==> config.mk <==
export PLATFORM = sky130hd
export DESIGN_NAME = dsp_channel_ctrl
export DESIGN_NICKNAME = d
export VERILOG_FILES = /design/src/rtl/dsp_channel_ctrl.sv
export SDC_FILE = /design/constraint.sdc
export NUM_CORES = 1
export LEC_CHECK = 0
export CORE_MARGIN = 1
export CORE_UTILIZATION = 43
export CTS_CLUSTER_DIAMETER = 80
export CTS_CLUSTER_SIZE = 40
export DETAILED_ROUTE_END_ITERATION = 16
export MAX_ROUTING_LAYER = met4
export PLACE_DENSITY = 0.68
export REMOVE_ABC_BUFFERS = 1
export SLEW_MARGIN = 20
export SYNTH_ARGS = -nofsm -noshare
export SYNTH_HDL_FRONTEND = slang
export SYNTH_SLANG_ARGS = --single-unit
==> constraint.sdc <==
create_clock -name clk -period 4 [get_ports clk]
set_input_delay 0.6 -clock clk [delete_from_list [all_inputs] [get_ports clk]]
set_output_delay 0.6 -clock clk [all_outputs]
set_load 0.02 [all_outputs]
==> src/rtl/dsp_channel_ctrl.sv <==
// Shadowed configuration sequencer for one DSP channel (phase step, gain, DAC tap).
// Live outputs update together in the cycle after the ce_sample seen while ARMED.
// cfg_ready drops while a commit is pending or applying; writes are held off, never dropped.
//
// Ports:
//   clk, rst                  clock, asynchronous active-high reset
//   cfg_valid/cfg_ready       host write handshake; cfg_addr selects the shadow, cfg_wdata the value
//   commit                    request a shadow->live transfer on the next sample strobe
//   ce_sample                 decimated sample strobe
//   phase_inc, gain,          live configuration driven to the channel datapath
//   output_select
//   busy                      high whenever a commit or sweep is in progress
//   commit_done               one-cycle pulse in the cycle the new live values first appear
//                             (or the final sweep value appears)
//
// Optional feature: define UBERCLOCK_SWEEP_EN to enable the linear phase sweep
// (addr 3 = signed sweep_step, SWEEP_LEN ce_sample steps after each commit).
module dsp_channel_ctrl #(
    parameter int          PW        = 19,
    parameter logic [31:0] GAIN_RST  = 32'h4000_0000,
    parameter int          SWEEP_LEN = 1024
) (
    input  logic          clk,
    input  logic          rst,
    input  logic          cfg_valid,
    output logic          cfg_ready,
    input  logic [1:0]    cfg_addr,
    input  logic [31:0]   cfg_wdata,
    input  logic          commit,
    input  logic          ce_sample,
    output logic [PW-1:0] phase_inc,
    output logic [31:0]   gain,
    output logic [1:0]    output_select,
    output logic          busy,
    output logic          commit_done
);

    typedef enum logic [1:0] {
        S_IDLE  = 2'd0,
        S_ARMED = 2'd1,
        S_APPLY = 2'd2,
        S_SWEEP = 2'd3
    } state_t;

    state_t state, state_nxt;

    logic [PW-1:0] sh_phase;
    logic [31:0]   sh_gain;
    logic [1:0]    sh_sel;

    logic          wr_en;
    logic          load_live;
    logic          done_nxt;

    assign cfg_ready = (state == S_IDLE) || (state == S_SWEEP);
    assign busy      = (state != S_IDLE);
    assign wr_en     = cfg_valid && cfg_ready;

`ifdef UBERCLOCK_SWEEP_EN
    localparam int CW = $clog2(SWEEP_LEN + 1);

    logic [PW-1:0] sh_step;     // host-visible sweep_step
    logic [PW-1:0] run_step;    // step captured at APPLY so later writes cannot disturb a running sweep
    logic [CW-1:0] sweep_cnt;
    logic          sweep_tick;
    logic          sweep_start;
`endif

    // ------------------------------------------------------------------
    // Shadow registers. A write in the same IDLE cycle as commit lands here
    // before APPLY, so it is naturally part of that commit.
    // ------------------------------------------------------------------
    always_ff @(posedge clk or posedge rst) begin
        if (rst) begin
            sh_phase <= '0;
            sh_gain  <= GAIN_RST;
            sh_sel   <= '0;
`ifdef UBERCLOCK_SWEEP_EN
            sh_step  <= '0;
`endif
        end else if (wr_en) begin
            case (cfg_addr)
                2'd0: sh_phase <= cfg_wdata[PW-1:0];
                2'd1: sh_gain  <= cfg_wdata;
                2'd2: sh_sel   <= cfg_wdata[1:0];
                default: begin
`ifdef UBERCLOCK_SWEEP_EN
                    sh_step <= cfg_wdata[PW-1:0];
`endif
                end
            endcase
        end
    end

    // ------------------------------------------------------------------
    // FSM state register
    // ------------------------------------------------------------------
    always_ff @(posedge clk or posedge rst) begin
        if (rst) begin
            state <= S_IDLE;
        end else begin
            state <= state_nxt;
        end
    end

    // ------------------------------------------------------------------
    // Next state. Live registers load on the edge leaving ARMED, so the APPLY
    // cycle is the first cycle showing new values, aligned with commit_done.
    // ------------------------------------------------------------------
    always_comb begin
        state_nxt   = state;
        load_live   = 1'b0;
        done_nxt    = 1'b0;
`ifdef UBERCLOCK_SWEEP_EN
        sweep_tick  = 1'b0;
        sweep_start = 1'b0;
`endif
        case (state)
            S_IDLE: begin
                // A coincident ce_sample is deliberately not used: transfer waits for the next one.
                if (commit) state_nxt = S_ARMED;
            end
            S_ARMED: begin
                if (ce_sample) begin
                    state_nxt = S_APPLY;
                    load_live = 1'b1;
                    done_nxt  = 1'b1;
                end
            end
            S_APPLY: begin
`ifdef UBERCLOCK_SWEEP_EN
                if (sh_step != '0) begin
                    state_nxt   = S_SWEEP;
                    sweep_start = 1'b1;
                end else begin
                    state_nxt   = S_IDLE;
                end
`else
                state_nxt = S_IDLE;
`endif
            end
            S_SWEEP: begin
`ifdef UBERCLOCK_SWEEP_EN
                // commit aborts the sweep and wins over a coincident sample strobe.
                if (commit) begin
                    state_nxt = S_ARMED;
                end else if (ce_sample) begin
                    sweep_tick = 1'b1;
                    if (sweep_cnt == CW'(1)) begin
                        state_nxt = S_IDLE;
                        done_nxt  = 1'b1;
                    end
                end
`else
                state_nxt = S_IDLE;
`endif
            end
            default: state_nxt = S_IDLE;
        endcase
    end

    // ------------------------------------------------------------------
    // Live outputs and done pulse
    // ------------------------------------------------------------------
    always_ff @(posedge clk or posedge rst) begin
        if (rst) begin
            phase_inc     <= '0;
            gain          <= GAIN_RST;
            output_select <= '0;
            commit_done   <= 1'b0;
        end else begin
            commit_done <= done_nxt;
            if (load_live) begin
                phase_inc     <= sh_phase;
                gain          <= sh_gain;
                output_select <= sh_sel;
            end
`ifdef UBERCLOCK_SWEEP_EN
            else if (sweep_tick) begin
                // Modulo-2^PW wrap is intended: phase is circular.
                phase_inc <= phase_inc + run_step;
            end
`endif
        end
    end

`ifdef UBERCLOCK_SWEEP_EN
    always_ff @(posedge clk or posedge rst) begin
        if (rst) begin
            run_step  <= '0;
            sweep_cnt <= '0;
        end else begin
            if (sweep_start) begin
                run_step  <= sh_step;
                sweep_cnt <= CW'(SWEEP_LEN);
            end else if (sweep_tick) begin
                sweep_cnt <= sweep_cnt - CW'(1);
            end
        end
    end
`endif

endmodule

==> flow_summary_export.csv <==
group,metric,value,unit
critical_path,required,3400,ps
global_routing,grt_usage,15.75,%
layout,fillers,806,
global_routing,grtUsageMet3,4.805,%
clock_network,cts_buffers,9,
drt,wl_per_cell,15.27,µm
layout,fin_area,5446,µm²
logic_synthesis,ys_ff_latch,109,
sta,worst_pin_slew,726.7,ps
critical_path,end_kind,"primary output",
floorplanning,dieArea,10070,µm²
layout,area_growth,30.96,%
global_routing,grt_pass1_vias,2387,
sta,period_share,59.64,%
floorplanning,ios,95,
critical_path,cp_top_family,"buffers and inverters",
global_routing,antenna_found_initial,0,
logic_synthesis,synth_area,4159,µm²
critical_path,cpMostUsedCell,"inv_1",
logic_synthesis,synth-main-ff-cell,"dfrtp_1",
clock_network,cts_tree,"done",
sta,fmax,419.2,MHz
drt,dr.pass1.iters,3,
critical_path,slowest_stage,"clkdlybuf4s50_1",
sta,maxSlewViolCount,0,
run,max-cap-violations,0,
drt,route.detailed.drc,0,
critical_path,cp_max_fo,4,
logic_synthesis,synth_area_leaders,"dfrtp_1, mux2_2, dfstp_2",
layout,insertedDiodeCount,0,
placed_design,io_buffers,94,
sta,finalSetupViolCount,0,
status,status,"finished, final reports clean",
sta,period_needed,2386,ps
global_routing,grt-ovfl-total,0,
clock_network,cts-root-buf,"clkbuf_8",
hold_path,hp-class,"reg2reg",
logic_synthesis,synth.top_cell.area_share,64.38,%
critical_path,path_class,"reg2out",
logic_synthesis,synth_common_cells,"dfrtp_1, mux2_2, inv_1, buf_2, ha_1",
layout,multi_input_comb_area,1335,µm²
pwr,leakage,2.336,nW
global_routing,grt_max_degree,65,
logic_synthesis,synth_edf_count,0,
placed_design,place_area,5246,µm²
clock_network,postCtsSetupBuffers,0,
pwr,p_per_area,816.6,nW/µm²
global_routing,grt_pass1_wl,11.70,mm
placed_design,place.gp.congestion,0.6489,
logic_synthesis,synthCells,243,
logic_synthesis,yosysSeqAreaShare,65.64,%
clock_network,cts.sinks,109,
layout,drive_gt1_share,38.11,%
logic_synthesis,ys_warn_count,0,
drt,detail-route-antenna-nets,0,
layout,regArea,2730,µm²
placed_design,hpwlAfterDp,4.701,mm
floorplanning,start_util,44.80,%
clock_network,clk_latency,350,ps
floorplanning,die_x,100.3,µm
critical_path,path_buf_inv,3,
sta,slew_headroom,51.38,%
sta,finClkSkew,8.774,ps
critical_path,max_stage_delay,590,ps
clock_network,cts_htree_levels,3,
critical_path,cp.arrival,1790,ps
placed_design,place_inst,462,
layout,fin_cells,478,
drt,routed-via-count,2296,
global_routing,grt_util_met2,23.97,%
clock_network,clock_path_buffers,2,
logic_synthesis,yosysTopAreaCell,"dfrtp_1",
sta,rsz0062_at_grt,"no",
floorplanning,die_h,100.3,µm
sta,finalWorstSetupSlack,1614,ps
drt,drt_iter0_drc,30,
drt,viasPerCell,4.803,
clock_network,postCtsHoldBufs,0,
drt,routed_wl,7.297,mm
placed_design,pre_cts_ws,1517,ps
critical_path,path_cells,"inv_1 > ha_1 > inv_1 > clkdlybuf4s50_1",
pwr,ir_worst_vdd,0.0003255,V
global_routing,met1_usage,20.28,%
layout,final_nets,387,
sta,fin_hold_ws,504.4,ps
logic_synthesis,syn_area_per_cell,17.12,µm²
sta,setup_tns,0,ps
logic_synthesis,yosysMostFrequentCell,"dfrtp_1",
floorplanning,rows,35,
logic_synthesis,synth_cell_types,16,
critical_path,startpoint_type,"register",
clock_network,cts_resized,0,
sta,hold_viol_final,0,
logic_synthesis,ys_async_sr_fraction,100.0,%
global_routing,grt-busiest-layer,"met2",
clock_network,clk_pin_slew_worst_paths,100,ps
floorplanning,design.core.area,9284,µm²
-- final timing paths --
kind | cells past startpoint | endpoint | slack, ps | startpoint
worst max-delay path | 4 | cfg_ready | 1610 | state[0]
worst min-delay path | 1 | phase_inc[0] | 500 | sh_phase[0]
worst max register to register | 6 | sh_gain[5] | 1900 | state[0]
worst min register to register | 1 | phase_inc[0] | 500 | sh_phase[0]
max in group asynchronous | 3 | gain[30] | 2570 | rst
min in group asynchronous | 2 | gain[11] | 640 | rst
-- flip-flops by register name (all words and copies together), names as in the netlist --
| signal | flops |
|---|---|
| output_select | 2 |
| phase_inc | 19 |
| sh_gain | 32 |
| commit_done | 1 |
| sh_sel | 2 |
| state | 2 |
| sh_phase | 19 |
| gain | 32 |
-- layer usage --
layer / part of all wire [%] / wire length, µm
met5: 0 / 0
met4: 0.48 / 35
met3: 5.3 / 389
met2: 47 / 3425
met1: 47 / 3446
-- per-stage QoR --
stage / utilization [%] / power (W)
finish: 58.67 / 0.004448
global route: 58.67 / 0.004718
CTS: 58.67 / 0.004506
detailed placement: 56.51 / 0.003838
global placement: 56.51 / 0.003781
floorplan: - / 0.003019
-- layout by cell type (no fill, tap or decap), types with 2 or more instances in the layout --
cell type          n
inv_1              6
mux2_1             2
buf_4              4
clkbuf_8          10
mux2_2           106
dfrtp_1          107
clkdlybuf4s50_1   94
clkinvlp_4         2
ha_1               4
dfstp_2            2
-- cell families (layout without fill, tap and decap cells) --
logic type	after synthesis	in the layout	share of synthesized area, %
compound gates	1	1	0.1505
buf+inv	16	122	2.316
flops	109	109	65.64
mux	108	108	29.24
fa+ha+maj	4	4	1.203
simple gates	5	5	1.444
-- power by group --
group	total, W	internal [W]	switching (W)
clock network	0.000662	0.000308	0.000353
logic	0.00185	0.00107	0.000781
registers	0.00194	0.00166	0.000277
total	0.00445	0.00304	0.00141
-- area by class of cell --
type / count / share of cell area, %
Clock buffer: 11 / 2.596
Clock inverter: 5 / 1.080
Inverter: 7 / 0.5284
Multi-Input combinational cell: 118 / 24.51
Sequential cell: 109 / 50.13
Tap cell: 129 / 2.963
Timing Repair Buffer: 99 / 18.19
No activity file was read; power rests on OpenSTA's default activity.
